$ cat src/rtl/cpu_pkg.sv
// Shared register-bus definitions: widths, index type and the bus sequencer state
// encoding, so monitors and benches decode state the same way the controller does.
package cpu_pkg;
  localparam int XLEN     = 32;
  localparam int NUM_REGS = 32;
  localparam int IDX_W    = $clog2(NUM_REGS);

  typedef logic [IDX_W-1:0] reg_idx_t;

  typedef enum logic [1:0] {
    IDLE  = 2'd0,
    READ  = 2'd1,
    EXEC  = 2'd2,
    WRITE = 2'd3
  } bus_state_t;
endpackage

$ cat src/rtl/onehot_decoder.sv
// Index to one-hot select for the register buses. Purely combinational; index 0
// (the hardwired zero register) and out-of-range indices produce no select at all.
module onehot_decoder #(
  parameter int IDX_W = 5,
  parameter int N     = 32
) (
  input  logic             en,
  input  logic [IDX_W-1:0] idx,
  output logic [N-1:0]     onehot
);

  always_comb begin
    onehot = '0;
    if (en && (idx != '0) && (int'(idx) < N)) begin
      onehot[idx] = 1'b1;
    end
  end

endmodule

$ cat src/rtl/reg_bus_controller.sv
// Initiator for the register array's operand buses: read rs1/rs2, hand operands to
// execute, wait (unbounded) for the result, write rd. Four cycles per op minimum.
module reg_bus_controller #(
  parameter int XLEN     = cpu_pkg::XLEN,
  parameter int NUM_REGS = cpu_pkg::NUM_REGS,
  parameter int IDX_W    = $clog2(NUM_REGS)
) (
  input  logic                clk,
  input  logic                reset,
  input  logic                req_valid,
  output logic                req_ready,
  input  logic [IDX_W-1:0]    req_rs1,
  input  logic [IDX_W-1:0]    req_rs2,
  input  logic [IDX_W-1:0]    req_rd,
  output logic [NUM_REGS-1:0] enable_a,
  output logic [NUM_REGS-1:0] enable_b,
  output logic [NUM_REGS-1:0] store,
  output logic [XLEN-1:0]     store_value,
  input  logic [XLEN-1:0]     bus_a,
  input  logic [XLEN-1:0]     bus_b,
  output logic                op_valid,
  output logic [XLEN-1:0]     op_a,
  output logic [XLEN-1:0]     op_b,
  input  logic                result_valid,
  input  logic [XLEN-1:0]     result
);
  import cpu_pkg::*;

  bus_state_t       state_q, state_d;
  logic [IDX_W-1:0] rs1_q, rs1_d;
  logic [IDX_W-1:0] rs2_q, rs2_d;
  logic [IDX_W-1:0] rd_q, rd_d;
  logic [XLEN-1:0]  op_a_q, op_a_d;
  logic [XLEN-1:0]  op_b_q, op_b_d;
  logic [XLEN-1:0]  store_value_q, store_value_d;

  always_comb begin
    state_d       = state_q;
    rs1_d         = rs1_q;
    rs2_d         = rs2_q;
    rd_d          = rd_q;
    op_a_d        = op_a_q;
    op_b_d        = op_b_q;
    store_value_d = store_value_q;
    case (state_q)
      IDLE: begin
        if (req_valid) begin
          rs1_d   = req_rs1;
          rs2_d   = req_rs2;
          rd_d    = req_rd;
          state_d = READ;
        end
      end
      READ: begin
        // No select bit means nobody drives the bus: substitute zero instead of sampling it.
        op_a_d  = (|enable_a) ? bus_a : '0;
        op_b_d  = (|enable_b) ? bus_b : '0;
        state_d = EXEC;
      end
      EXEC: begin
        if (result_valid) begin
          store_value_d = result;
          state_d       = WRITE;
        end
      end
      WRITE:   state_d = IDLE;
      default: state_d = IDLE;
    endcase
  end

  always_ff @(posedge clk or posedge reset) begin
    if (reset) begin
      state_q       <= IDLE;
      rs1_q         <= '0;
      rs2_q         <= '0;
      rd_q          <= '0;
      op_a_q        <= '0;
      op_b_q        <= '0;
      store_value_q <= '0;
    end else begin
      state_q       <= state_d;
      rs1_q         <= rs1_d;
      rs2_q         <= rs2_d;
      rd_q          <= rd_d;
      op_a_q        <= op_a_d;
      op_b_q        <= op_b_d;
      store_value_q <= store_value_d;
    end
  end

  // Selects decode only from registered state and indices, never from req_*.
  onehot_decoder #(.IDX_W(IDX_W), .N(NUM_REGS)) u_dec_a (
    .en     (state_q == READ),
    .idx    (rs1_q),
    .onehot (enable_a)
  );

  onehot_decoder #(.IDX_W(IDX_W), .N(NUM_REGS)) u_dec_b (
    .en     (state_q == READ),
    .idx    (rs2_q),
    .onehot (enable_b)
  );

  onehot_decoder #(.IDX_W(IDX_W), .N(NUM_REGS)) u_dec_store (
    .en     (state_q == WRITE),
    .idx    (rd_q),
    .onehot (store)
  );

  assign req_ready   = (state_q == IDLE) && !reset;
  assign op_valid    = (state_q == EXEC);
  assign op_a        = op_a_q;
  assign op_b        = op_b_q;
  assign store_value = store_value_q;

endmodule

$ cat config.mk
export PLATFORM = sky130hd
export DESIGN_NAME = reg_bus_controller
export DESIGN_NICKNAME = d
export VERILOG_FILES = /design/src/rtl/cpu_pkg.sv /design/src/rtl/onehot_decoder.sv /design/src/rtl/reg_bus_controller.sv
export SDC_FILE = /design/constraint.sdc
export NUM_CORES = 1
export LEC_CHECK = 0
export ABC_AREA = 0
export CORE_AREA = 2 2 118 120
export CTS_BUF_LIST = sky130_fd_sc_hd__clkbuf_4
export CTS_CLUSTER_DIAMETER = 50
export CTS_CLUSTER_SIZE = 28
export DETAILED_ROUTE_END_ITERATION = 7
export DIE_AREA = 0 0 120 122
export HOLD_SLACK_MARGIN = 0.06
export PLACE_DENSITY = 0.87
export SYNTH_ARGS = -nofsm -noshare
export SYNTH_HDL_FRONTEND = slang
export SYNTH_SLANG_ARGS = --single-unit
$ cat constraint.sdc
create_clock -name clk -period 5.8 [get_ports clk]
set_clock_uncertainty 0.05 [all_clocks]
set_input_delay 1.74 -clock clk [delete_from_list [all_inputs] [get_ports clk]]
set_output_delay 1.74 -clock clk [all_outputs]
set_load 0.01 [all_outputs]
[Yosys cells after proc, flatten, opt, wreduce, memory -nomap -nowiden]
Cells that the tools add are included.
Word-level totals
  flip-flop bits (word level): 113
  bits in latches: 0
  bits in writable memories: 0
  ROM bits: 0
  output and inout port bits: 194
  logic and storage cells: 49
  memories kept: 0
Operators by class
  $add $sub $neg: 0
  multiply operators: 0
  div/mod/pow operators: 0
  magnitude comparators: 6
  equality and inequality tests: 5
  shifts and indexed selects: 0
  muxes and demuxes: 14
  bitwise operators: 0
  reduce and logical (&&, ||, !) cells: 17
Operator list (count)
  $mux W32: 5
  $reduce_or A32 Y1: 2
  $lt A5 B6 Y1 const B: 3
  $demux W1 S5: 3
  $ge A5 B1 Y1 const B: 3
  $reduce_bool A5 Y1: 3
  $pmux W2 S4: 1
  $logic_and A1 B1 Y1: 7
  $reduce_and A2 Y1: 3
  $eq A2 B2 Y1 const B: 2
  $mux W2: 2
  $mux W1: 3
  $eq A2 B1 Y1 const B: 1
  $logic_not A2 Y1: 1
  $ne A2 B1 Y1 const B: 1
  $ne A2 B2 Y1 const B: 1
  $logic_not A1 Y1: 1

[Longest topological paths before layout]
Gate-level depths: netlist (run 1).
  word-level depth: 7
  depth in mapped cells: 8
  mapped depth without buffers: 5

[By module]
A second synthesis (run 1) with hierarchy kept.
Unflattened totals
  cell total of the unflattened synthesis: 559
  area, all modules: 5380.2 um^2
By module, submodules not included
  reg_bus_controller: instances 1, cells each 415, area an instance 4667.0 um^2, sequential area each 2827.7 um^2
  onehot_decoder: instances 3, cells each 48, area an instance 237.7 um^2, sequential area each 0.0 um^2

[Worst setup path after synthesis (run 1)]
No wires, ideal clock.
  path type: input-to-output
  start point: in reset
  end point: out req_ready
  data arrival time: 1918 ps
  data required time: 4010 ps
  slack: 2092 ps
  stages: 1
  buffers on the path: 0
  path through: nor2b_1
Between the ends
  cells in the longest elaborated chain, start to end: 2
RTL lines
  start, declared: line reg_bus_controller.sv:9  | input logic reset,
  $logic_not A1 Y1: line reg_bus_controller.sv:110  | assign req_ready = (state_q == IDLE) && !reset;
  $logic_and A1 B1 Y1: line reg_bus_controller.sv:110
  end, declared: line reg_bus_controller.sv:11  | output logic req_ready,
No other way between the ends.

[Worst setup path in the final report (run 1)]
  start point: reg state_q[1]
  end point: out enable_a[24]
Between the ends
  cells in the longest elaborated chain, start to end: 3
RTL lines
  start, declared: line reg_bus_controller.sv:29  | bus_state_t state_q, state_d;
  start signal, assigned: line reg_bus_controller.sv:81  | state_q <= state_d;
  $eq A2 B1 Y1: line reg_bus_controller.sv:93  | .en (state_q == READ),
  $logic_and A1 B1 Y1: line onehot_decoder.sv:14  | if (en && (idx != '0) && (int'(idx) < N)) begin
  $mux W32: line onehot_decoder.sv:14
  end, declared: line reg_bus_controller.sv:15  | output logic [NUM_REGS-1:0] enable_a,
No other way between the ends.

==> results of run 1 <==
-- cell type report --
cell class | count | area (sq um) | share of cell area
Clock inverter | 14 | 193.9 | 0.02242
Timing Repair Buffer | 308 | 3075 | 0.3555
Tap cell | 180 | 225.2 | 0.02603
Inverter | 4 | 17.52 | 0.002025
Multi-Input combinational cell | 324 | 2177 | 0.2516
Sequential cell | 113 | 2828 | 0.3268
Clock buffer | 18 | 135.1 | 0.01562
-- critical path, cell delays in order, from the launching register on --
cell,delay [ns]
dfrtp_1,0.42
inv_1,0.14
ha_4,0.56
or3b_1,0.58
nor2_1,0.17
clkdlybuf4s50_1,0.54
-- state kept, by name, indices dropped and copies added, names as in the netlist --
register,cells
op_a,32
op_b,32
store_value,32
rd_q,5
rs1_q,5
rs2_q,5
state_q,2
-- worst min-delay path by stage --
stage	endpoint	slack, ns	cells after the start
2_1_floorplan	state_q[0]	0.48	1
3_3_place_gp	store_value[8]	0.44	1
3_5_place_dp	store_value[24]	0.44	1
4_1_cts	store_value[24]	0.46	1
5_1_grt	store_value[4]	0.48	1
6_report	store_value[24]	0.46	1
-- cells in the mapped netlist --
library cell	count
a21oi_1	1
buf_4	6
nor2b_1	2
nand3b_1	15
dfrtp_1	113
o32a_1	1
nor2_1	160
or3b_1	2
or3b_2	7
or3_1	3
mux2i_1	64
buf_2	14
ha_1	5
nand2_1	5
nand3_1	6
nor2_4	2
conb_1	1
buf_6	3
clkbuf_1	1
mux2_2	48
inv_1	4
-- cell families after synthesis --
family	share of synthesized area
other cells	0.0007278
compound gates	0.002913
mux	0.2292
fa+ha+maj	0.01214
simple gates	0.1736
flops	0.5488
buf+inv	0.03254
-- stage by stage --
| step | cells | instance area [sq um] | hold slack (ns) |
|---|---|---|---|
| 5_1_grt | 961 | 8652 | 0.4780 |
| 6_report | 961 | 8652 | 0.4581 |
| 3_5_place_dp | 929 | 8323 | 0.4444 |
| 3_3_place_gp | 929 | 8323 | 0.4376 |
| 4_1_cts | 961 | 8652 | 0.4650 |
| 2_1_floorplan | 465 | 5160 | 0.4779 |
-- power breakdown --
group,switching (uW),internal (uW)
logic,931,1190
clock network,293,382
registers,281,1200
total,1500,2770
-- layer usage --
metal	global-route usage	vias to the layer above	routed length, um
li1	-	2148	-
met4	0.08971	0	355
met2	0.3622	224	8021
met5	0	-	0
met3	0.08193	30	1342
met1	0.2064	2221	5345
==> reports/qor.csv, run 1 <==
stage;metric;value;unit
clock_network;clk root buf;clkbuf_4;
layout;most common cell after layout, fill and taps aside;clkdlybuf4s50_1;
timing;Least-Margin Pin Slew;0.8115;ns
synthesis;count of cell types in the netlist;21;
setup_path;critical path endpoint;enable_a[24];
synthesis;ranking of synthesized cells by area;dfrtp_1, mux2i_1, nor2_1;
pwr;total power;4277;uW
timing;slew margin rel.;0.4590;
floorplan;Die Area;14640;sq um
setup_path;Setup CP Type;reg2out;
place;dpl hpwl;11540;um
timing;fin crit period;4.773;ns
timing;setup TNS;0;ns
setup_path;Worst Path Required;4.01;ns
route;DR pass1 iterations;4;
clock_network;clk slew on worst S/H paths;0.10;ns
layout;Final Util;0.6407;
layout;layout cell share with drive strength beyond 1;0.1165;
synthesis;#FFs+latches synth;113;
worst_hold_path;hold path startpoint;store_value[24];
layout;Area Growth Syn to Fin;67.92;%
synthesis;sequential-to-total area share from yosys stat;0.5488;
timing;Slew Limit Fails;0;
setup_path;crit start category;flip-flop;
floorplan;Rows;43;
setup_path;CP Data Arrival Time;2.98;ns
job;max-capacitance violation count;0;
clock_network;postcts setup bufs;0;
clock_network;post-CTS sizing;0;
route;drt drc;0;
route;routed via count;4623;
clock_network;H-tree depth;4;
setup_path;crit path capture type;primary output;
timing;min setup slack post-route;1.027;ns
synthesis;Mapped Cells;463;
timing;FMAX;209.5;MHz
pwr;total leakage power;0.003480;uW
route;initial DRC count;160;
clock_network;worst skew pair latency;0.52;ns
global_route;initial antenna violation count;0;
floorplan;starting density of the core;0.3815;
timing;Period Utilization, post-route;0.8229;
setup_path;Reg2Reg Depth;5;
outcome;outcome;finished clean;
route;vias per cell;4.811;
route;final WL;15070;um
global_route;vias in the first global route;4624;
place;pre-CTS WS;1.023;ns
synthesis;Netlist Area Pre-Place;5152;sq um
global_route;first-pass GRT wire length;22910;um
clock_network;hold buffer count at cts;0;
pwr;PwrDens;494.4;nW/um^2
route;WL/cell;15.68;um
place;RePlAce Congestion;0.9596;
setup_path;Reg2Reg Setup Slack;3.09;ns
clock_network;clk buf depth;2;
timing;Hold Vio Cnt, Final;0;
setup_path;critical-path maximum fanout;40;
floorplan;core box area;13500;sq um
pwr;Max VDD drop;305.9;uV
floorplan;die height;122;um
global_route;largest net degree at the start of global routing;68;
clock_network;clk sink count;113;
worst_hold_path;Worst Hold Class;reg2reg;
layout;ant diodes;0;
setup_path;FF-to-FF End;op_a[27];
setup_path;Worst Setup SP;state_q[1];
clock_network;Inserted Clock Buffers;17;
floorplan;I/O Pins;309;
timing;Setup-failing EPs final;0;
layout;number of fill cells;1065;
layout;most frequent cells in the layout;clkdlybuf4s50_1, nor2_1, dfrtp_1;
global_route;GR Overflow Total;0;
floorplan;die width;120;um
synthesis;synth warn;0;
synthesis;Synth Area per Inst;11.13;sq um
layout;nets@finish;888;
timing;RSZ-0062 raised after global routing;no;
synthesis;share of the synthesized area in the top cell type;0.5488;
clock_network;CTS tree;done;
global_route;gr usage total;0.2019;
place;port buffer count;305;
route;Routed Antenna Nets;0;
synthesis;cell taking the most area after synthesis;dfrtp_1;
setup_path;RR Startpoint;state_q[1];
No activity file was read; power rests on OpenSTA's default activity.
==> inputs of run 2 (changes only) <==
==> constraint.sdc (replaced) <==
create_clock -name clk -period 4.91 [get_ports clk]
set_clock_uncertainty 0.05 [all_clocks]
set_input_delay 1.473 -clock clk [delete_from_list [all_inputs] [get_ports clk]]
set_output_delay 1.473 -clock clk [all_outputs]
set_load 0.01 [all_outputs]
==> run 2 against run 1 <==
Against the previous run: hold slack improved by 0.0066 ns; setup slack got worse by 0.51 ns; flip-flop and latch count unchanged; final cell count up 0.10%; critical path depth up 1; sequential share of layout area is 0.075 points lower; non-clock buffer count increased by 1; total power is 18% higher; register-to-register slack lost 0.48 ns; die area is the same; critical endpoint is now enable_a[11].
==> reports/qor.csv, run 2 (synthesis results as in run 1) <==
stage;metric;value;unit;change
layout;nets@finish;889;;+0.11%
route;vias per cell;4.800;;-0.21%
route;DR pass1 iterations;4;;unchanged
timing;Slew Limit Fails;0;;unchanged
timing;FMAX;227.4;MHz;
clock_network;hold buffer count at cts;0;;unchanged
timing;Hold Vio Cnt, Final;0;;unchanged
layout;Area Growth Syn to Fin;68.31;%;
worst_hold_path;WHS Path Cells;1;;unchanged
pwr;total leakage power;0.003490;uW;+0.28%
setup_path;cell breakdown of the critical path;inv_1 > ha_4 > buf_4 > nand3_1 > nor2_1 > clkdlybuf4s50_1;;
clock_network;postcts setup bufs;0;;unchanged
timing;slew margin rel.;0.4908;;+0.03180
timing;Setup-failing EPs final;0;;unchanged
setup_path;crit start category;flip-flop;;
pwr;clock power share;0.158;;about the same
floorplan;die width;120;um;unchanged
timing;fin crit period;4.397;ns;
timing;Period Utilization, post-route;0.8955;;
pwr;sw power;1779;uW;+18%
timing;min setup slack post-route;0.5129;ns;-0.5140 ns
layout;most common cell after layout, fill and taps aside;clkdlybuf4s50_1;;
worst_hold_path;Hold Path End;store_value[6];;
route;final WL;15200;um;+0.92%
global_route;first-pass GRT wire length;23540;um;+2.8%
setup_path;RR Startpoint;state_q[1];;
floorplan;starting density of the core;0.3815;;unchanged
route;drt drc;0;;unchanged
clock_network;CTS tree;done;;
pwr;Int Pwr;3277;uW;+18%
worst_hold_path;Worst Hold Class;reg2reg;;
global_route;gr usage total;0.2069;;+0.005070
global_route;vias in the first global route;4777;;+3.3%
pwr;Sw Ratio;0.3519;;about the same
setup_path;Reg2Reg Setup Slack;2.61;ns;-0.48 ns
floorplan;Die Area;14640;sq um;unchanged
setup_path;Setup CP Type;reg2out;;
place;dpl hpwl;11530;um;about the same
clock_network;worst skew pair latency;0.52;ns;about the same
setup_path;Worst Setup SP;state_q[1];;
layout;number of fill cells;1011;;-5.1%
clock_network;Inserted Clock Buffers;17;;unchanged
job;max-capacitance violation count;0;;unchanged
setup_path;FF-to-FF End;op_a[30];;
pwr;total power;5056;uW;+18%
pwr;PwrDens;583.0;nW/um^2;+18%
place;placed insts;930;;+0.11%
route;Routed Antenna Nets;0;;unchanged
pwr;combinational share of power;0.495;;-0.002
route;routed via count;4618;;-0.11%
floorplan;core box area;13500;sq um;unchanged
layout;most frequent cells in the layout;clkdlybuf4s50_1, nor2_1, dfrtp_1;;
layout;Post-Layout Cell Count;962;;+0.10%
floorplan;I/O Pins;309;;unchanged
global_route;initial antenna violation count;0;;unchanged
global_route;GR Overflow Total;0;;unchanged
outcome;outcome;finished clean;;
setup_path;crit path capture type;primary output;;
clock_network;clk buf depth;2;;unchanged
timing;Least-Margin Pin Slew;0.7620;ns;-0.04951 ns
timing;RSZ-0062 raised after global routing;no;;
pwr;Max VDD drop;305.0;uV;-0.30%
clock_network;H-tree depth;4;;unchanged
setup_path;CP Data Arrival Time;2.87;ns;-0.11 ns
setup_path;Worst Path Required;3.39;ns;-0.62 ns
worst_hold_path;hold path startpoint;store_value[6];;
global_route;largest net degree at the start of global routing;114;;+68%
setup_path;critical-path maximum fanout;32;;-20%
layout;layout cell share with drive strength beyond 1;0.1176;;+0.001130
clock_network;clk slew on worst S/H paths;0.10;ns;about the same
layout;ant diodes;0;;unchanged
floorplan;die height;122;um;unchanged
setup_path;Reg2Reg Depth;5;;unchanged
floorplan;Rows;43;;unchanged
route;WL/cell;15.80;um;+0.82%
place;pre-CTS WS;0.6570;ns;-0.3661 ns
timing;setup TNS;0;ns;unchanged
clock_network;clk sink count;113;;unchanged
route;initial DRC count;209;;+31%
place;port buffer count;305;;unchanged
clock_network;clk root buf;clkbuf_4;;
setup_path;Worst path slowest cell;clkdlybuf4s50_1;;
clock_network;post-CTS sizing;0;;unchanged
pwr;sequential power share;0.346;;about the same
place;RePlAce Congestion;0.9232;;-3.8%
setup_path;largest incremental delay on the critical path;0.56;ns;-0.02 ns
run 2: changes by cell type in the layout (fill, tap and decap cells not counted):
| cell | delta |
|---|---|
| buf_12 | +1 |
run 2: power groups by stage:
stage | Combinational [uW] | Sequential (uW) | Clock [uW]
2_1_floorplan | 1080 | 1900 | 0
3_3_place_gp | 2450 | 1720 | 0
3_5_place_dp | 2530 | 1760 | 0
4_1_cts | 2540 | 1750 | 823
5_1_grt | 2710 | 1820 | 864
6_report | 2500 | 1750 | 801
run 2: layer usage:
metal  track usage  vias up  share of wire
met4       0.09412        0          0.029
li1              -     2156              -
met5             0        -              0
met3       0.08193       35          0.083
met1        0.2128     2196           0.36
met2        0.3704      231           0.53
run 2: critical path: cells and delay by family (launching register included):
family                   cells  cell delay [ns]
buffers and inverters        3             1.16
flip-flops                   1             0.42
adder cells (fa/ha/maj)      1             0.21
AND/OR/NAND/NOR              2             0.55
run 2: layout make-up:
cell class / count / area, sq um / area share
clock inverter: 14 / 193.9 / 0.02236
multi-input combinational: 324 / 2177 / 0.2510
timing repair buffer: 309 / 3095 / 0.3569
sequential: 113 / 2828 / 0.3261
tap: 180 / 225.2 / 0.02597
inverter: 4 / 17.52 / 0.002020
clock buffer: 18 / 135.1 / 0.01558
run 2: worst max path at each step:
stage / end
floorplan: op_a[0]
global placement: req_ready
detailed placement: req_ready
CTS: enable_a[31]
global route: enable_a[7]
finish: enable_a[11]
run 2: per-stage QoR:
step	cell area (sq um)	utilization	hold WS [ns]
global route	8672	0.6422	0.4870
floorplan	5160	-	0.4779
global placement	8343	0.6178	0.4374
finish	8672	0.6422	0.4647
detailed placement	8343	0.6178	0.4426
CTS	8672	0.6422	0.4669
==> inputs of run 3 (changes only) <==
--- a/config.mk
+++ b/config.mk
@@ -14,6 +14,7 @@
 export DIE_AREA = 0 0 120 122
 export HOLD_SLACK_MARGIN = 0.06
 export PLACE_DENSITY = 0.87
+export SKIP_CTS_REPAIR_TIMING = 1
 export SYNTH_ARGS = -nofsm -noshare
 export SYNTH_HDL_FRONTEND = slang
 export SYNTH_SLANG_ARGS = --single-unit
==> results of run 3 <==
Same layout as run 2: the final DEF is identical, and so are final timing and power.
